**src/rtl/sw_debounce7.sv**
```systemverilog
`default_nettype none
// ============================================================================
// Module  : sw_debounce7
// Brief   : 2-flop synchroniser + per-bit stability-counter debounce for seven
//           switch inputs, with change strobe/mask. Optional sticky change
//           flags when `DB_STICKY_EN is defined.
// Revision: 1.0 - initial release
// ============================================================================
module sw_debounce7 #(
    parameter int         STABLE_CYCLES = 16,
    parameter int         CNT_W         = 5,
    parameter logic [6:0] RST_VAL       = 7'b0000000
) (
    input  logic       clk,
    input  logic       rst_n,
    input  logic [6:0] sw_raw,
`ifdef DB_STICKY_EN
    input  logic       sticky_clr,
    output logic [6:0] sticky,
`endif
    output logic [6:0] db_out,
    output logic       chg_pulse,
    output logic [6:0] chg_mask,
    output logic       stable
);

    localparam int             c_NBITS   = 7;
    localparam logic [CNT_W-1:0] c_CNT_MAX = CNT_W'(STABLE_CYCLES - 1);
    localparam logic [CNT_W-1:0] c_CNT_ONE = CNT_W'(1);

    logic [c_NBITS-1:0]            s1_q, s1_d;
    logic [c_NBITS-1:0]            s2_q, s2_d;
    logic [c_NBITS-1:0]            db_q, db_d;
    logic [c_NBITS-1:0][CNT_W-1:0] cnt_q, cnt_d;
    logic [c_NBITS-1:0]            mask_q, mask_d;
    logic                          pulse_q, pulse_d;
    logic                          stable_q, stable_d;
    logic [c_NBITS-1:0]            w_busy;

    always_comb begin
        s1_d   = sw_raw;
        s2_d   = s1_q;
        db_d   = db_q;
        mask_d = '0;
        cnt_d  = '0;
        w_busy = '0;
        for (int i = 0; i < c_NBITS; i++) begin
            // Any return to the accepted level throws away the partial count.
            if (s2_q[i] == db_q[i]) begin
                cnt_d[i] = '0;
            end else if (cnt_q[i] == c_CNT_MAX) begin
                db_d[i]   = s2_q[i];
                mask_d[i] = 1'b1;
                cnt_d[i]  = '0;
            end else begin
                cnt_d[i] = cnt_q[i] + c_CNT_ONE;
            end
            w_busy[i] = |cnt_d[i];
        end
        pulse_d  = |mask_d;
        stable_d = (s2_d == db_d) && (w_busy == '0);
    end

    always_ff @(posedge clk) begin
        if (!rst_n) begin
            s1_q     <= RST_VAL;
            s2_q     <= RST_VAL;
            db_q     <= RST_VAL;
            cnt_q    <= '0;
            mask_q   <= '0;
            pulse_q  <= 1'b0;
            stable_q <= 1'b1;
        end else begin
            s1_q     <= s1_d;
            s2_q     <= s2_d;
            db_q     <= db_d;
            cnt_q    <= cnt_d;
            mask_q   <= mask_d;
            pulse_q  <= pulse_d;
            stable_q <= stable_d;
        end
    end

    assign db_out    = db_q;
    assign chg_pulse = pulse_q;
    assign chg_mask  = mask_q;
    assign stable    = stable_q;

`ifdef DB_STICKY_EN
    logic [c_NBITS-1:0] sticky_q, sticky_d;

    // New events are OR-ed in after the clear so a coincident event survives.
    always_comb begin
        sticky_d = (sticky_q & ~{c_NBITS{sticky_clr}}) | mask_d;
    end

    always_ff @(posedge clk) begin
        if (!rst_n) begin
            sticky_q <= '0;
        end else begin
            sticky_q <= sticky_d;
        end
    end

    assign sticky = sticky_q;
`endif

endmodule
`default_nettype wire

```
**config.mk**
```make
export PLATFORM = sky130hd
export DESIGN_NAME = sw_debounce7
export DESIGN_NICKNAME = d
export VERILOG_FILES = /design/src/rtl/sw_debounce7.sv
export SDC_FILE = /design/constraint.sdc
export NUM_CORES = 1
export LEC_CHECK = 0
export ABC_AREA = 0
export CAP_MARGIN = 0
export CORE_ASPECT_RATIO = 1.25
export CORE_MARGIN = 5
export CORE_UTILIZATION = 58
export CTS_BUF_LIST = sky130_fd_sc_hd__clkbuf_8
export CTS_CLUSTER_DIAMETER = 200
export DETAILED_ROUTE_END_ITERATION = 12
export PLACE_DENSITY = 0.81
export SLEW_MARGIN = 0
export SYNTH_ARGS = -nofsm -noshare
export SYNTH_HDL_FRONTEND = slang
export SYNTH_SLANG_ARGS = --single-unit
```
**constraint.sdc**
```tcl
create_clock -name clk -period 2.2 [get_ports clk]
set_input_delay 0.22 -clock clk [delete_from_list [all_inputs] [get_ports clk]]
set_output_delay 0.22 -clock clk [all_outputs]
set_load 0.05 [all_outputs]
```
==> reports/metrics.csv, run 1 <==
stage,metric,value,unit
floorplan,coreArea,4390,um2
grt,first_global_vias,2095,
cells_and_area,nets,322,
clock_network,cts_made_buffers,9,
timing,postLayoutSetupSlackWorst,0.199,ns
clock_network,post_cts_buffers,0,
synth,postSynthCellCount,271,
floorplan,die_height,84.9,um
drt,drt_wl_total,5.19,mm
placed_design,hpwl,3.93,mm
grt,gr-usage-met3,3.44,%
synth,yosys_register_bits,65,
worst_hold_path,timing.hold.worst_endpoint,s1_q[0],
worst_setup_path,end_of_the_worst_register_to_register_path,stable,
flow_run,max_cap_violations,0,
drt,routedWlPerCell,14.1,um
drt,avgViaCountPerCell,5.51,
cells_and_area,fillCellCount,346,
drt,drtAntennaViolNets,0,
clock_network,clock_sink_count,65,
worst_setup_path,setup.worst_path.class,reg -> reg,
timing,setup_tns,0,ns
power_and_ir_drop,worst_ir_drop_vdd,0.521,mV
synth,synth_warnings,0,
grt,gr-usage-all-layers,19.0,%
floorplan,initial_core_util,59.2,%
clock_network,cts_repair_resize_count,0,
timing,worst_clock_skew,0.00762,ns
synth,synth_top_area_cell,sky130_fd_sc_hd__dfxtp_1,
worst_setup_path,path_max_fanout,5,
drt,route.vias.total,2028,
worst_setup_path,timing.critical_path.cells,ha_1 > nand3_1 > nor2_1 > a21oi_1 > o21ai_0 > o2111ai_1 > o41ai_2,
timing,fmax,0.500,GHz
worst_hold_path,hold_start,sw_raw[0],
timing,setup_repair_after_global_routing_missed_its_margin,no,
worst_setup_path,reg2reg_from,cnt_q[10],
floorplan,rows,27,
worst_setup_path,timing.critical_path.from_type,flop,
clock_network,postCtsHoldBufs,0,
worst_setup_path,required_time_reported_for_the_critical_path_endpoint,2.44,ns
timing,drv_slew,0,
worst_setup_path,end_kind,flop,
synth,postSynthNetCount,287,
placed_design,rd_place_congestion,0.791,
cells_and_area,area.growth.synth_to_final,20.7,%
synth,avg_cell_area_syn,9.59,um2
floorplan,die_width,69.9,um
timing,timing.final.crit_period,2.00,ns
worst_setup_path,critical_path.slowest_cell,sky130_fd_sc_hd__dfxtp_1,
floorplan,io-pin-count,25,
cells_and_area,fraction_of_layout_cells_with_a_size_suffix_above_1,7.42,%
grt,grt.busiest_layer,met2,
grt,grt_antenna_before_repair,0,
synth,syn-cell-area,2600,um2
worst_setup_path,cp_data_arrival_time,2.24,ns
status,outcome,"complete, no violations",
grt,gr-total-overflow,0,
synth,ys_top_cells_by_area,"sky130_fd_sc_hd__dfxtp_1, sky130_fd_sc_hd__xor2_1, sky130_fd_sc_hd__nor2_1",
synth,synth.yosys.seq_area_share,50.0,%
drt,drt-pass1-iter-count,4,
clock_network,clock_tree.buffer_depth,2,
floorplan,die_area,5930,um2
drt,1st_iter_drt_viols,99,
power_and_ir_drop,leakagePower,1.37,nW
placed_design,place.port_buffers,24,
timing,timing_hold_violations_final,0,
worst_setup_path,worst-r2r-setup-slack,0.20,ns
grt,global_route_track_usage_on_met2,34.0,%
clock_network,insertion_delay,0.34,ns
cells_and_area,final_core_utilization,71.5,%
clock_network,cts_tree,built,
clock_network,ctsHtreeMaxLevel,3,
clock_network,cell_at_the_root_of_the_clock_tree,sky130_fd_sc_hd__clkbuf_8,
drt,post-route-drc-count,0,
grt,use_met1,19.9,%
cells_and_area,final_design_area_no_fill,3140,um2
synth,synth_cell_type_count,35,
power_and_ir_drop,power_per_cell_area,753,nW/um2
synth,synth_top_area_share,50.0,%
timing,fin_crit_sh,91.0,%
grt,grt_max_degree,16,
grt,wire_length_of_the_first_global_routing_pass,8.85,mm
cells_and_area,diodes,0,
worst_setup_path,reg2regPathDepth,7,
timing,setup_viol_count_final,0,
timing,worst_slew_margin_rel,64.4,%
placed_design,place_area,2930,um2
worst_hold_path,holdPathStages,2,
worst_hold_path,holdCritPathClass,in -> reg,
worst_setup_path,largest_stage_delay_on_the_critical_path,0.37,ns
placed_design,dp_worst_setup_slack,0.252,ns
clock_network,cts.reportedPaths.clkPinSlew,0.07,ns
timing,tightestPinTransition,0.533,ns
## per-layer routing
layer	wire length (um)	vias up	share of wire [%]
li1	-	1012	-
met1	2170	956	42
met2	2630	44	51
met3	206	16	4.0
met4	187	0	3.6
met5	0	-	0
## kinds of logic (layout without fill, tap and decap cells)
logic type	count (synthesis)	count (layout)	synth area share [%]
AOI/OAI and AO/OA	26	26	7.41
xor gates and xnor gates	32	32	10.8
adders and majority gates	7	7	3.37
buffers and inverters	13	52	1.88
DFF	65	65	50.0
muxes	6	6	2.45
and+or+nand+nor	122	122	24.1
## how the worst max path moves through the flow
| stage | startpoint | end | slack, ns | depth (start not counted) |
|---|---|---|---|---|
| CTS | cnt_q[10] | stable | 0.22 | 7 |
| global placement | cnt_q[10] | stable | 0.35 | 7 |
| finish | cnt_q[10] | stable | 0.20 | 7 |
| global route | cnt_q[10] | stable | 0.06 | 7 |
| floorplan | cnt_q[20] | stable | 0.39 | 7 |
| detailed placement | cnt_q[10] | stable | 0.25 | 7 |
## per-stage QoR
step           hold WS (ns)  total power [mW]  std cells
2_1_floorplan         0.342              1.29        271
5_1_grt               0.449              2.44        368
3_5_place_dp          0.450              1.33        353
4_1_cts               0.438              2.38        368
3_3_place_gp          0.445              1.32        353
6_report              0.448              2.36        368
## synthesized netlist by cell type (all sizes together)
cell	count
a21oi	5
a221o	1
a221oi	1
a222oi	2
a22oi	1
a2bb2oi	1
a31oi	4
and2	14
and2b	1
and3	12
buf	1
clkbuf	3
dfxtp	65
ha	7
inv	9
mux2i	6
nand2	16
nand3	24
nand4	3
nand4b	2
nor2	33
nor3	10
nor3b	3
nor4	1
o2111ai	2
o21ai	5
o221ai	1
o311a	2
o41ai	1
or2	3
xnor2	5
xor2	27
## flip-flops by register name, indices dropped and copies added (netlist names)
name / flops
s1_q: 7
db_out: 7
cnt_q: 35
stable: 1
chg_pulse: 1
chg_mask: 7
s2_q: 7
## layout make-up
| type | instances | area, um2 | area share [%] |
|---|---|---|---|
| clock buffer | 10 | 138 | 4.39 |
| clock inverter | 5 | 72.6 | 2.31 |
| inverter | 9 | 33.8 | 1.08 |
| multi-input combinational | 193 | 1250 | 39.8 |
| sequential | 65 | 1300 | 41.5 |
| tap | 58 | 72.6 | 2.31 |
| timing repair buffer | 28 | 270 | 8.61 |
## layout by cell type (no fill, tap or decap), types with 4 or more instances in the layout
cell,n
sky130_fd_sc_hd__clkdlybuf4s50_1,24
sky130_fd_sc_hd__xor2_1,27
sky130_fd_sc_hd__ha_1,7
sky130_fd_sc_hd__dfxtp_1,65
sky130_fd_sc_hd__buf_4,4
sky130_fd_sc_hd__clkbuf_8,10
sky130_fd_sc_hd__and3_1,12
sky130_fd_sc_hd__nor3_1,10
sky130_fd_sc_hd__a31oi_1,4
sky130_fd_sc_hd__xnor2_1,5
sky130_fd_sc_hd__o21ai_0,5
sky130_fd_sc_hd__and2_1,14
sky130_fd_sc_hd__mux2i_1,5
sky130_fd_sc_hd__a21oi_1,5
sky130_fd_sc_hd__inv_1,11
sky130_fd_sc_hd__nor2_1,33
sky130_fd_sc_hd__nand3_1,24
sky130_fd_sc_hd__nand2_1,16
## critical path, delay by kind of cell, from the launching register on
family / cells / cell delay [ns]
AOI/OAI and AO/OA: 4 / 0.85
and+or+nand+nor: 2 / 0.47
DFF: 1 / 0.37
adders and majority gates: 1 / 0.20
## power by group
| part | internal (mW) | switching (mW) | total [mW] | leakage, nW |
|---|---|---|---|---|
| Combinational | 0.0419 | 0.0489 | 0.0908 | 0.724 |
| Sequential | 1.19 | 0.0146 | 1.21 | 0.527 |
| Clock | 0.652 | 0.412 | 1.06 | 0.115 |
| Total | 1.89 | 0.476 | 2.36 | 1.37 |
Power figures use the tool's default switching activity.
==> inputs of run 2 (changes only) <==
--- a/config.mk
+++ b/config.mk
@@ -13,8 +13,8 @@
 export CTS_BUF_LIST = sky130_fd_sc_hd__clkbuf_8
 export CTS_CLUSTER_DIAMETER = 200
 export DETAILED_ROUTE_END_ITERATION = 12
-export PLACE_DENSITY = 0.81
-export SLEW_MARGIN = 0
+export PLACE_DENSITY = 0.88
+export SLEW_MARGIN = 15
 export SYNTH_ARGS = -nofsm -noshare
 export SYNTH_HDL_FRONTEND = slang
 export SYNTH_SLANG_ARGS = --single-unit
==> run 2 against run 1 <==
  * Critical path depth unchanged
  * Combinational power up 0.9%
  * Utilization up 0.43 points
  * Global-route usage up 1.3 points
  * Final cell count up 0.27%
  * Sequential power about the same
  * Non-clock buffer count unchanged
  * Clock skew down 0.00068 ns
  * Largest cell class unchanged
==> reports/metrics.csv, run 2 (synthesis results as in run 1) <==
stage,metric,value,unit,change
cells_and_area,area.growth.synth_to_final,21.4,%,was 20.7%
clock_network,cts_tree,built,,unchanged
clock_network,cts_repair_resize_count,0,,unchanged
power_and_ir_drop,power_per_cell_area,772,nW/um2,was 753 nW/um2
grt,gr-usage-all-layers,20.2,%,was 19.0%
worst_hold_path,hold_start,sw_raw[0],,unchanged
placed_design,hpwl,3.92,mm,was 3.93 mm
floorplan,die_area,5930,um2,unchanged
cells_and_area,mostFrequentLayoutCell,sky130_fd_sc_hd__dfxtp_1,,unchanged
cells_and_area,sequential_cell_area,1300,um2,unchanged
timing,worst_slew_margin_rel,65.3,%,was 64.4%
clock_network,ctsHtreeMaxLevel,3,,unchanged
power_and_ir_drop,power.combinational.fraction,3.8,%,about the same
power_and_ir_drop,sw_frac_of_total,20.8,%,was 20.1%
cells_and_area,multi_input_comb_area,1250,um2,unchanged
worst_setup_path,required_time_reported_for_the_critical_path_endpoint,2.46,ns,was 2.44 ns
worst_setup_path,reg2reg_from,cnt_q[20],,was cnt_q[10]
worst_setup_path,cp_data_arrival_time,2.23,ns,was 2.24 ns
grt,grt_max_degree,16,,unchanged
cells_and_area,nets,322,,unchanged
worst_setup_path,worst-r2r-setup-slack,0.22,ns,was 0.20 ns
grt,first_global_vias,2022,,"was 2,095"
drt,avgViaCountPerCell,5.61,,was 5.51
placed_design,place.port_buffers,24,,unchanged
timing,fin_crit_sh,89.9,%,was 91.0%
floorplan,initial_core_util,59.2,%,unchanged
timing,setup_viol_count_final,0,,unchanged
clock_network,post_cts_buffers,0,,unchanged
clock_network,cts_made_buffers,9,,unchanged
timing,timing_hold_violations_final,0,,unchanged
floorplan,rows,27,,unchanged
status,outcome,"complete, no violations",,unchanged
timing,timing.final.crit_period,1.98,ns,was 2.00 ns
floorplan,coreArea,4390,um2,unchanged
timing,tightestPinTransition,0.520,ns,was 0.533 ns
power_and_ir_drop,power_frac_seq,49.6,%,was 51.1%
worst_setup_path,reg2regPathDepth,7,,unchanged
drt,drtAntennaViolNets,0,,unchanged
cells_and_area,largest_register_ff_count,35,,unchanged
cells_and_area,diodes,0,,unchanged
clock_network,cell_at_the_root_of_the_clock_tree,sky130_fd_sc_hd__clkbuf_8,,unchanged
placed_design,rd_place_congestion,0.825,,was 0.791
worst_setup_path,setup.worst_path.class,reg -> reg,,unchanged
worst_setup_path,cp-startpoint,cnt_q[20],,was cnt_q[10]
flow_run,max_cap_violations,0,,unchanged
cells_and_area,fillCellCount,323,,was 346
worst_setup_path,end_of_the_worst_register_to_register_path,stable,,unchanged
floorplan,io-pin-count,25,,unchanged
cells_and_area,final_cell_mix,"sky130_fd_sc_hd__dfxtp_1, sky130_fd_sc_hd__nor2_1, sky130_fd_sc_hd__xor2_1",,unchanged
power_and_ir_drop,leakagePower,1.37,nW,about the same
timing,holdWs,0.446,ns,was 0.448 ns
cells_and_area,fraction_of_layout_cells_with_a_size_suffix_above_1,8.36,%,was 7.42%
timing,fmax,0.506,GHz,was 0.500 GHz
drt,routedWlPerCell,15.0,um,was 14.1 um
power_and_ir_drop,switching_power,508,uW,was 476 uW
grt,wire_length_of_the_first_global_routing_pass,9.34,mm,was 8.85 mm
worst_hold_path,holdCritPathClass,in -> reg,,unchanged
drt,post-route-drc-count,0,,unchanged
clock_network,postCtsHoldBufs,0,,unchanged
grt,gr-total-overflow,0,,unchanged
timing,setup_repair_after_global_routing_missed_its_margin,no,,unchanged
floorplan,die_width,69.9,um,unchanged
drt,drt-pass1-iter-count,5,,was 4
grt,grt_antenna_before_repair,0,,unchanged
drt,route.vias.total,2070,,"was 2,028"
power_and_ir_drop,share_clk_of_total_power,46.6,%,was 45.0%
floorplan,die_height,84.9,um,unchanged
power_and_ir_drop,worst_ir_drop_vdd,0.550,mV,was 0.521 mV
worst_setup_path,endpoint_of_the_most_critical_setup_path,stable,,unchanged
timing,setup_tns,0,ns,unchanged
drt,1st_iter_drt_viols,139,,was 99
timing,worst_clock_skew,0.00693,ns,was 0.00762 ns
timing,drv_slew,0,,unchanged
power_and_ir_drop,internal-power,1.93,mW,was 1.89 mW
drt,drt_wl_total,5.55,mm,was 5.19 mm
clock_network,insertion_delay,0.35,ns,was 0.34 ns
cells_and_area,registers.top_by_ff_count,cnt_q,,unchanged
clock_network,cts.reportedPaths.clkPinSlew,0.07,ns,about the same
clock_network,clock_tree.buffer_depth,2,,unchanged
clock_network,clock_sink_count,65,,unchanged
worst_setup_path,timing.critical_path.from_type,flop,,unchanged
worst_setup_path,path_max_fanout,4,,was 5
worst_setup_path,end_kind,flop,,unchanged
run 2: cell count changes in the layout (fill, tap and decap cells not counted):
cell                         previous run  this run
sky130_fd_sc_hd__inv_1                 11         9
sky130_fd_sc_hd__clkbuf_8              10        11
sky130_fd_sc_hd__clkinv_2               1         2
sky130_fd_sc_hd__clkinvlp_4             0         1
run 2: cell type report:
type                    count  share of cell area [%]
flip-flops and latches     65                    41.2
multi-input cells         193                    39.6
clock buffers              11                    4.80
inverters                   9                    1.07
clock inverters             5                    2.46
repair buffers             28                    8.56
well taps                  58                    2.30
run 2: how the worst min path moves through the flow:
stage | end | depth (start not counted)
final | s1_q[0] | 2
after detailed placement | chg_mask[2] | 1
after global placement | cnt_q[30] | 1
after floorplan | s1_q[0] | 1
after global routing | s1_q[1] | 2
after CTS | s1_q[0] | 2
run 2: critical path: stages (launching register included):
cell and delay (ns):
sky130_fd_sc_hd__dfxtp_1 0.37, sky130_fd_sc_hd__ha_1 0.20, sky130_fd_sc_hd__nand3_1 0.14, sky130_fd_sc_hd__nor2_1 0.22, sky130_fd_sc_hd__mux2i_1 0.29, sky130_fd_sc_hd__xor2_1 0.20
sky130_fd_sc_hd__o2111ai_1 0.18, sky130_fd_sc_hd__o41ai_2 0.29
run 2: power by group through the flow:
stage          Sequential, mW  Clock, mW  Combinational, mW
2_1_floorplan            1.24          0             0.0507
3_3_place_gp             1.23          0             0.0867
3_5_place_dp             1.23          0             0.0901
4_1_cts                  1.21       1.15             0.0911
5_1_grt                  1.21       1.21             0.0998
6_report                 1.21       1.14             0.0916
run 2: stage by stage:
step                      std cells  util, %  worst slack (ns)  power [mW]  instance area, um2
final                           369     71.9             0.222        2.44                3160
after global routing            369     71.9            0.0919        2.52                3160
after CTS                       369     71.9             0.249        2.45                3160
after detailed placement        353     66.7             0.287        1.32                2930
after global placement          353     66.7             0.343        1.32                2930
after floorplan                 271        -             0.386        1.29                2600
run 2: metal layers:
metal	GRT usage, %	wire [um]	vias to the layer above
met5	0	0	-
met4	14.8	243	0
met3	5.21	330	21
met2	34.3	2780	68
met1	21.6	2190	969
li1	-	-	1012
